File: config.mk
export PLATFORM = sky130hd
export DESIGN_NAME = imem_dmem_arbiter_flat
export DESIGN_NICKNAME = d
export VERILOG_FILES = /design/src/rtl/imem_dmem_arbiter_if.sv /design/src/rtl/imem_dmem_arbiter.sv /design/src/flat_wrapper.sv
export SDC_FILE = /design/constraint.sdc
export NUM_CORES = 1
export LEC_CHECK = 0
export CORE_UTILIZATION = 36
export DETAILED_ROUTE_END_ITERATION = 12
export GPL_TIMING_DRIVEN = 0
export PLACE_DENSITY = 0.76
export SLEW_MARGIN = 15
export SYNTH_ARGS = -nofsm -noshare
export SYNTH_HDL_FRONTEND = slang
export SYNTH_SLANG_ARGS = --single-unit
File: constraint.sdc
create_clock -name clk -period 1.8 [get_ports clk]
set_input_delay 0.36 -clock clk [delete_from_list [all_inputs] [get_ports clk]]
set_output_delay 0.36 -clock clk [all_outputs]
set_load 0.05 [all_outputs]
File: src/rtl/imem_dmem_arbiter_if.sv
// Bus bundle between the IF/MEM pipeline stages, the unified memory and the arbiter.
// The arbiter takes the slave modport; the pipeline/memory side takes master.
interface imem_dmem_arbiter_if #(
    parameter int ADDR_W = 32,
    parameter int DATA_W = 32
);
    logic              if_req;
    logic [ADDR_W-1:0] if_addr;
    logic              if_flush;
    logic              if_ready;
    logic [DATA_W-1:0] if_rdata;

    logic              mem_req;
    logic              mem_we;
    logic [ADDR_W-1:0] mem_addr;
    logic [DATA_W-1:0] mem_wdata;
    logic              mem_ready;
    logic [DATA_W-1:0] mem_rdata;

    logic              ram_en;
    logic              ram_we;
    logic [ADDR_W-1:0] ram_addr;
    logic [DATA_W-1:0] ram_wdata;
    logic [DATA_W-1:0] ram_rdata;

    logic              busy;

    modport slave (
        input  if_req, if_addr, if_flush,
        input  mem_req, mem_we, mem_addr, mem_wdata,
        input  ram_rdata,
        output if_ready, if_rdata,
        output mem_ready, mem_rdata,
        output ram_en, ram_we, ram_addr, ram_wdata,
        output busy
    );

    modport master (
        output if_req, if_addr, if_flush,
        output mem_req, mem_we, mem_addr, mem_wdata,
        output ram_rdata,
        input  if_ready, if_rdata,
        input  mem_ready, mem_rdata,
        input  ram_en, ram_we, ram_addr, ram_wdata,
        input  busy
    );
endinterface

File: src/rtl/imem_dmem_arbiter.sv
// Single-outstanding arbiter sharing one fixed-latency memory between fetch and load/store.
// Optional perf counters are enabled with the ARB_PERF_CNT_EN macro.
module imem_dmem_arbiter #(
    parameter int ADDR_W  = 32,
    parameter int DATA_W  = 32,
    parameter int MEM_LAT = 2
) (
    input  logic clk,
    input  logic reset,
    imem_dmem_arbiter_if.slave bus
`ifdef ARB_PERF_CNT_EN
    ,
    output logic [15:0] perf_conflict_cnt,
    output logic [15:0] perf_flush_cnt
`endif
);

    typedef enum logic [1:0] {
        IDLE  = 2'd0,
        ISSUE = 2'd1,
        WAIT  = 2'd2
    } state_t;

    typedef enum logic {
        OWN_IF  = 1'b0,
        OWN_MEM = 1'b1
    } owner_t;

    localparam int CNT_W = 4;

    state_t            state_q, state_d;
    owner_t            owner_q, owner_d;
    logic [CNT_W-1:0]  cnt_q, cnt_d;
    logic              we_q, we_d;
    logic              squash_q, squash_d;

    logic              ram_en_q, ram_en_d;
    logic              ram_we_q, ram_we_d;
    logic [ADDR_W-1:0] ram_addr_q, ram_addr_d;
    logic [DATA_W-1:0] ram_wdata_q, ram_wdata_d;
    logic              if_ready_q, if_ready_d;
    logic [DATA_W-1:0] if_rdata_q, if_rdata_d;
    logic              mem_ready_q, mem_ready_d;
    logic [DATA_W-1:0] mem_rdata_q, mem_rdata_d;
    logic              busy_q, busy_d;

    logic mem_elig;
    logic if_elig;
    logic flush_hit;
    logic complete;
    logic if_suppress;

    // A port whose ready pulse is high is about to drop its request, so it must not be re-granted.
    assign mem_elig    = bus.mem_req & ~mem_ready_q;
    assign if_elig     = bus.if_req & ~if_ready_q & ~bus.if_flush;
    assign flush_hit   = (state_q != IDLE) && (owner_q == OWN_IF) && bus.if_flush;
    assign complete    = (state_q == WAIT) && (cnt_q == '0);
    assign if_suppress = squash_q | flush_hit;

    always_comb begin
        state_d     = state_q;
        owner_d     = owner_q;
        cnt_d       = cnt_q;
        we_d        = we_q;
        squash_d    = squash_q;
        ram_en_d    = 1'b0;
        ram_we_d    = 1'b0;
        ram_addr_d  = ram_addr_q;
        ram_wdata_d = ram_wdata_q;
        if_ready_d  = 1'b0;
        if_rdata_d  = if_rdata_q;
        mem_ready_d = 1'b0;
        mem_rdata_d = mem_rdata_q;

        case (state_q)
            IDLE: begin
                if (mem_elig) begin
                    state_d     = ISSUE;
                    owner_d     = OWN_MEM;
                    we_d        = bus.mem_we;
                    squash_d    = 1'b0;
                    cnt_d       = CNT_W'(MEM_LAT);
                    ram_en_d    = 1'b1;
                    ram_we_d    = bus.mem_we;
                    ram_addr_d  = bus.mem_addr;
                    ram_wdata_d = bus.mem_wdata;
                end else if (if_elig) begin
                    state_d     = ISSUE;
                    owner_d     = OWN_IF;
                    we_d        = 1'b0;
                    squash_d    = 1'b0;
                    cnt_d       = CNT_W'(MEM_LAT);
                    ram_en_d    = 1'b1;
                    ram_we_d    = 1'b0;
                    ram_addr_d  = bus.if_addr;
                    ram_wdata_d = '0;
                end
            end
            ISSUE: begin
                state_d  = WAIT;
                cnt_d    = cnt_q - CNT_W'(1);
                squash_d = if_suppress;
            end
            WAIT: begin
                if (complete) begin
                    // ram_rdata is valid only on this edge; route it to the owner.
                    state_d  = IDLE;
                    squash_d = 1'b0;
                    if (owner_q == OWN_MEM) begin
                        mem_ready_d = 1'b1;
                        if (!we_q) begin
                            mem_rdata_d = bus.ram_rdata;
                        end
                    end else if (!if_suppress) begin
                        if_ready_d = 1'b1;
                        if_rdata_d = bus.ram_rdata;
                    end
                end else begin
                    cnt_d    = cnt_q - CNT_W'(1);
                    squash_d = if_suppress;
                end
            end
            default: begin
                state_d = IDLE;
            end
        endcase

        busy_d = (state_d != IDLE);
    end

    always_ff @(posedge clk) begin
        if (reset) begin
            state_q     <= IDLE;
            owner_q     <= OWN_IF;
            cnt_q       <= '0;
            we_q        <= 1'b0;
            squash_q    <= 1'b0;
            ram_en_q    <= 1'b0;
            ram_we_q    <= 1'b0;
            ram_addr_q  <= '0;
            ram_wdata_q <= '0;
            if_ready_q  <= 1'b0;
            if_rdata_q  <= '0;
            mem_ready_q <= 1'b0;
            mem_rdata_q <= '0;
            busy_q      <= 1'b0;
        end else begin
            state_q     <= state_d;
            owner_q     <= owner_d;
            cnt_q       <= cnt_d;
            we_q        <= we_d;
            squash_q    <= squash_d;
            ram_en_q    <= ram_en_d;
            ram_we_q    <= ram_we_d;
            ram_addr_q  <= ram_addr_d;
            ram_wdata_q <= ram_wdata_d;
            if_ready_q  <= if_ready_d;
            if_rdata_q  <= if_rdata_d;
            mem_ready_q <= mem_ready_d;
            mem_rdata_q <= mem_rdata_d;
            busy_q      <= busy_d;
        end
    end

    assign bus.ram_en    = ram_en_q;
    assign bus.ram_we    = ram_we_q;
    assign bus.ram_addr  = ram_addr_q;
    assign bus.ram_wdata = ram_wdata_q;
    assign bus.if_ready  = if_ready_q;
    assign bus.if_rdata  = if_rdata_q;
    assign bus.mem_ready = mem_ready_q;
    assign bus.mem_rdata = mem_rdata_q;
    assign bus.busy      = busy_q;

`ifdef ARB_PERF_CNT_EN
    function automatic logic [15:0] sat_inc(input logic [15:0] v);
        return (v == 16'hFFFF) ? v : v + 16'd1;
    endfunction

    logic [15:0] conflict_q;
    logic [15:0] flush_q;

    always_ff @(posedge clk) begin
        if (reset) begin
            conflict_q <= '0;
            flush_q    <= '0;
        end else begin
            if ((state_q == IDLE) && mem_elig && if_elig) begin
                conflict_q <= sat_inc(conflict_q);
            end
            if (complete && (owner_q == OWN_IF) && if_suppress) begin
                flush_q <= sat_inc(flush_q);
            end
        end
    end

    assign perf_conflict_cnt = conflict_q;
    assign perf_flush_cnt    = flush_q;
`endif

endmodule

File: src/flat_wrapper.sv
// flat-port wrapper written by rule: the top's interface ports become plain ports
module imem_dmem_arbiter_flat 
#(
    parameter int ADDR_W  = 32,
    parameter int DATA_W  = 32,
    parameter int MEM_LAT = 2
)
  (clk, reset, bus_if_req, bus_if_addr, bus_if_flush, bus_mem_req, bus_mem_we, bus_mem_addr, bus_mem_wdata, bus_ram_rdata, bus_if_ready, bus_if_rdata, bus_mem_ready, bus_mem_rdata, bus_ram_en, bus_ram_we, bus_ram_addr, bus_ram_wdata, bus_busy);
  imem_dmem_arbiter_if #(.ADDR_W(ADDR_W), .DATA_W(DATA_W)) bus_i ();
  input  logic clk;
  input  logic reset;
  input wire logic [$bits(bus_i.if_req)-1:0] bus_if_req;
  input wire logic [$bits(bus_i.if_addr)-1:0] bus_if_addr;
  input wire logic [$bits(bus_i.if_flush)-1:0] bus_if_flush;
  input wire logic [$bits(bus_i.mem_req)-1:0] bus_mem_req;
  input wire logic [$bits(bus_i.mem_we)-1:0] bus_mem_we;
  input wire logic [$bits(bus_i.mem_addr)-1:0] bus_mem_addr;
  input wire logic [$bits(bus_i.mem_wdata)-1:0] bus_mem_wdata;
  input wire logic [$bits(bus_i.ram_rdata)-1:0] bus_ram_rdata;
  output wire logic [$bits(bus_i.if_ready)-1:0] bus_if_ready;
  output wire logic [$bits(bus_i.if_rdata)-1:0] bus_if_rdata;
  output wire logic [$bits(bus_i.mem_ready)-1:0] bus_mem_ready;
  output wire logic [$bits(bus_i.mem_rdata)-1:0] bus_mem_rdata;
  output wire logic [$bits(bus_i.ram_en)-1:0] bus_ram_en;
  output wire logic [$bits(bus_i.ram_we)-1:0] bus_ram_we;
  output wire logic [$bits(bus_i.ram_addr)-1:0] bus_ram_addr;
  output wire logic [$bits(bus_i.ram_wdata)-1:0] bus_ram_wdata;
  output wire logic [$bits(bus_i.busy)-1:0] bus_busy;
  assign bus_i.if_req = bus_if_req;
  assign bus_i.if_addr = bus_if_addr;
  assign bus_i.if_flush = bus_if_flush;
  assign bus_i.mem_req = bus_mem_req;
  assign bus_i.mem_we = bus_mem_we;
  assign bus_i.mem_addr = bus_mem_addr;
  assign bus_i.mem_wdata = bus_mem_wdata;
  assign bus_i.ram_rdata = bus_ram_rdata;
  assign bus_if_ready = bus_i.if_ready;
  assign bus_if_rdata = bus_i.if_rdata;
  assign bus_mem_ready = bus_i.mem_ready;
  assign bus_mem_rdata = bus_i.mem_rdata;
  assign bus_ram_en = bus_i.ram_en;
  assign bus_ram_we = bus_i.ram_we;
  assign bus_ram_addr = bus_i.ram_addr;
  assign bus_ram_wdata = bus_i.ram_wdata;
  assign bus_busy = bus_i.busy;
  imem_dmem_arbiter #(.ADDR_W(ADDR_W), .DATA_W(DATA_W), .MEM_LAT(MEM_LAT)) u_core (.clk(clk), .reset(reset), .bus(bus_i));
endmodule
# After elaboration in Yosys (flattened, before gate mapping)
# Index checks and enable logic that the tools add are counted.
# Widths: inputs -> output; s select.
# totals
output_inout_bits	133
elab_cells	73
input_bits	134
reg_bits	142
# op_classes
n_eq_ne	4
n_reduce_logical	18
mux	22
n_addsub	1
bitwise	14
# ops
cell	count
$mux 32	4
$mux 4	3
$pmux 4 s3	1
$not 1->1	10
$mux 1	9
$reduce_and 4->1	2
$mux 2	3
$pmux 2 s3	1
$reduce_bool 2->1	3
$reduce_or 3->1	2
$logic_not 4->1	1
$reduce_and 2->1	2
$reduce_or 4->1	1
$sub 4x1->4 const B	1
$and 1x1->1	3
$logic_and 1x1->1	3
$ne 3x1->1 const B	1
$pmux 1 s3	1
$reduce_and 3->1	1
$reduce_bool 3->1	1
$eq 2x1->1 const B	1
$eq 2x2->1 const B	1
$logic_not 2->1	1
$ne 2x2->1 const B	1
2 further kinds	2

# Logic depth before layout (Yosys ltp)
# depth
depth_word	7
ltp_mapped	9
ltp_nobuf	6

# Worst setup path after synthesis
# OpenSTA, ideal clock, no wires.
# synth_path
path_kind	flip-flop to flip-flop
from	register u_core.state_q[0]
to	register u_core.if_rdata_q[2], in the netlist u_core.bus.if_rdata[2]
t_arrival_ns	1.765
slack_ns	-0.097
n_path_buf	3
stages_incl_launch_ff	10
period_less_slack_ns	1.897
cell_sequence	dfxtp_1 -> inv_1 -> ha_1 -> nand4bb_1 -> buf_4 -> or4_4 -> buf_6 -> buf_6 -> nand2_1 -> a21oi_1
# synth_via
elab_chain_cells	6
# synth_rtl
item	line	text
from (decl)	imem_dmem_arbiter.sv:31	state_t state_q, state_d;
from (signal assigned)	imem_dmem_arbiter.sv:148	state_q <= state_d;
$reduce_bool 2->1	imem_dmem_arbiter.sv:56	assign flush_hit = (state_q != IDLE) && (owner_q == OWN_IF) && bus.if_flush;
$logic_and 1x1->1 (2 in series)	imem_dmem_arbiter.sv:56	
$or 1x1->1	imem_dmem_arbiter.sv:58	assign if_suppress = squash_q | flush_hit;
$not 1->1 (no source line)	-	
$reduce_and 4->1 (no source line) (*)	-	
to (signal assigned)	imem_dmem_arbiter.sv:158	if_rdata_q <= if_rdata_d;
to (decl)	imem_dmem_arbiter.sv:42	logic [DATA_W-1:0] if_rdata_q, if_rdata_d;
# Every way passes the cells marked *; elsewhere a longest branch is shown, timed or not.
# A chain may end at the register's enable or synchronous reset.

# Worst setup path in the final report
# layout_path
from	register u_core.cnt_q[1]
to	register u_core.if_rdata_q[26], in the netlist u_core.bus.if_rdata[26]
# layout_via
elab_chain_cells	3
# layout_rtl
item	line	text
from (decl)	imem_dmem_arbiter.sv:33	logic [CNT_W-1:0] cnt_q, cnt_d;
from (signal assigned)	imem_dmem_arbiter.sv:150	cnt_q <= cnt_d;
$logic_not 4->1	imem_dmem_arbiter.sv:57	assign complete = (state_q == WAIT) && (cnt_q == '0);
$logic_and 1x1->1	imem_dmem_arbiter.sv:57	
$reduce_and 4->1 (no source line)	-	
# No other way between the ends.

==> impl_metrics.yaml <==
worst_hold_path:
  worstHoldPathCells: 2
  hold_path.class: "flip-flop to flip-flop"
global_route:
  grt_usage: 0.214
  grt_pass1_vias: 5082
  grt_first_pass_wirelength_um: 24800
  grt_remaining_overflow: 0
  antenna_found_initial: 0
  grt_max_degree: 17
synthesis:
  ys.flop_type: "dfxtp_1"
  ys_warn_count: 0
  syn_area_um2: 5280
  syn_nets: 711
  yosys-top-cells-area: "dfxtp_1, nand2_1, a21oi_1"
  yosysUniqueCellTypes: 39
  synth_seq_cells: 142
  synth_largest_area_cell: "dfxtp_1"
  synthCells: 570
  async_flop_share: 0
  syn_avg_cell_area_um2: 9.27
  synth_seq_area_share: 0.538
  synth_edf_count: 0
  synth_top_cell_area_share: 0.538
critical_path:
  cp_data_required_time_ns: 2.08
  crit_path_end: "u_core.bus.if_rdata[26]"
  r2r-end: "u_core.bus.if_rdata[26]"
  worst_r2r_startpoint: "u_core.cnt_q[1]"
  crit_buf_inv: 3
  crit_slowest_cell: "or4_4"
  critPathMaxFanout: 8
  critPathArrivalTime_ns: 2.15
  cp_num_cells: 8
  critPathMaxStageDelay_ns: 0.60
  worstRegToRegCells: 8
  startpoint: "u_core.cnt_q[1]"
  crit_path_cell_trace: "inv_4 > ha_4 > nand4bb_1 > buf_6 > or4_4 > clkbuf_16 > nand2_4 > a21oi_2"
  critical_path_class: "flip-flop to flip-flop"
  setup.reg_to_reg.worst_slack_ns: -0.07
  startpoint_type: "flip-flop"
  cpLargestDelayFamily: "simple AND/OR/NAND/NOR gates"
  end_kind: "flip-flop"
final_layout:
  num_antenna_cells: 0
  design_area_um2: 9200
  final_net_count: 1008
  area_delta_synth_final_pct: 74.0
  final.fill_count: 1170
  post-route-util: 0.652
  drive_above_1_share: 0.181
power_and_ir_drop:
  p_leak_nw: 4.07
  power_mw: 10.6
  ir_worst_vdd_v: 0.000716
  powerDensity_nw_per_um2: 1150
outcome:
  violations: "setup timing"
  status: "finished, violations left"
placed_design:
  place_ws_ns: -0.550
  place_congestion: 0.799
  placed_area_um2: 8180
  portBuffers: 265
  dp_hpwl_um: 11800
routing:
  drt-total-wl_um: 16600
  first_iter_violations: 219
  drcViolationCount: 0
  vias: 5223
  drtPass1Iterations: 4
  drt-vias-per-instance: 4.93
  wl_per_cell_um: 15.7
  ant_nets: 0
cts:
  tritoncts: "yes"
  clk_pin_slew_worst_paths_ns: 0.06
  clock-root-buffer: "clkbuf_16"
  cts_max_level: 4
  insertion_delay_ns: 0.42
  cts_buffer_depth: 2
  cts.sinks: 142
  cts_inserted_buffers: 17
sta:
  finalCritPeriodShare: 1.04
  hold_violations: 0
  min_period_ns: 1.87
  worstMarginPinSlew_ns: 0.591
  clock_skew_ns: 0.0142
  setup_slack_ns: -0.0691
  slew_violations: 0
  hold_slack_ns: 0.451
  fmaxAchievable_mhz: 535
  setup_viol: 60
  slew_headroom: 0.606
  grt_setup_unrepaired: "yes"
floorplanning:
  fp.dieH_um: 123
  initial_utilization: 0.375
  dieWidth_um: 123
  ios: 267
  coreArea_um2: 14100
  rows: 43
  die_area_um2: 15200
run:
  cap_violations: 0
[state kept, by name (all words and copies together) (netlist names)]
register              flops
u_core.state_q            2
u_core.bus.ram_wdata     32
u_core.owner_q            1
u_core.bus.ram_addr      32
u_core.bus.ram_we         1
u_core.bus.ram_en         1
u_core.cnt_q              4
u_core.bus.mem_rdata     32
u_core.bus.if_rdata      32
u_core.squash_q           1
u_core.we_q               1
u_core.bus.mem_ready      1
u_core.bus.if_ready       1
u_core.bus.busy           1
[cell usage after synthesis (6+ instances only)]
cell type	instances
ha_1	7
nand2_1	131
buf_2	12
a21oi_1	72
dfxtp_1	142
mux2i_1	32
clkbuf_1	25
a22o_1	32
nor2_1	37
inv_1	6
a211oi_1	32
[how the worst min path moves through the flow]
stage	from	endpoint	slack, ns
2_1_floorplan	u_core.cnt_q[3]	u_core.cnt_q[3]	0.46
3_3_place_gp	u_core.bus.mem_rdata[23]	u_core.bus.mem_rdata[23]	0.44
3_5_place_dp	u_core.bus.if_rdata[4]	u_core.bus.if_rdata[4]	0.45
4_1_cts	u_core.bus.mem_rdata[21]	u_core.bus.mem_rdata[21]	0.45
5_1_grt	u_core.bus.mem_rdata[21]	u_core.bus.mem_rdata[21]	0.47
6_report	u_core.bus.mem_rdata[21]	u_core.bus.mem_rdata[21]	0.45
[where the power goes]
group / internal (mW) / switching (mW)
Clock: 2.63 / 1.33
Combinational: 1.07 / 1.89
Sequential: 3.48 / 0.188
Total: 7.18 / 3.42
[routing by layer]
metal,global-route usage,vias up,share of wire
met2,0.375,211,0.51
met5,0,-,0
met4,0.0663,0,0.0065
li1,-,2563,-
met3,0.0895,10,0.088
met1,0.233,2439,0.40
[stage by stage]
step,TNS [ns],cells
3_5_place_dp,-40.13,1015
6_report,-2.02,1060
3_3_place_gp,-37.21,1015
5_1_grt,-5.24,1060
2_1_floorplan,0,570
4_1_cts,-2.24,1054
[layout by cell type, fill, tap and decap left out, types with 6 or more instances in the layout]
cell,instances
dfxtp_1,137
dlygate4sd2_1,133
clkdlybuf4s50_1,132
nand2_1,88
a21oi_1,54
nor2_1,35
nand2_2,34
a22o_1,32
mux2i_1,32
a211oi_1,32
clkbuf_16,21
a21oi_2,18
clkbuf_1,14
buf_2,12
buf_4,12
nand2_4,9
clkbuf_2,6
bufinv_16,6
[kinds of logic (layout without fill, tap and decap cells)]
logic type      Yosys count  after routing  synth area share
buf+inv                  50            360            0.0462
mux                      32             32            0.0606
fa+ha+maj                 7              7            0.0166
flops                   142            142             0.538
simple gates            191            191             0.154
compound gates          148            148             0.184
[tightest hold or removal path, delay by kind of cell, from the launching register on]
family	cells	cell delay (ns)
flops	1	0.30
simple gates	1	0.05
compound gates	1	0.05
[layout make-up]
class | count | area, µm² | share of cell area
Multi-Input combinational cell | 378 | 2480 | 0.269
Sequential cell | 142 | 2860 | 0.311
Inverter | 6 | 27.5 | 0.00299
Tap cell | 180 | 225 | 0.0245
Timing Repair Buffer | 280 | 2680 | 0.291
Buffer | 42 | 270 | 0.0294
Clock buffer | 21 | 450 | 0.0490
Clock inverter | 11 | 213 | 0.0231
[timing repair]
action                                  in CTS  in global routing
endpoints found under the setup margin     226                125
resized for setup                          191                 68
hold buffers                                 0                  0
cloned                                       2                  4
buffers inserted                             7                  2
pin swaps                                   31                 18
Note: power is estimated with default switching activity, not from simulation.
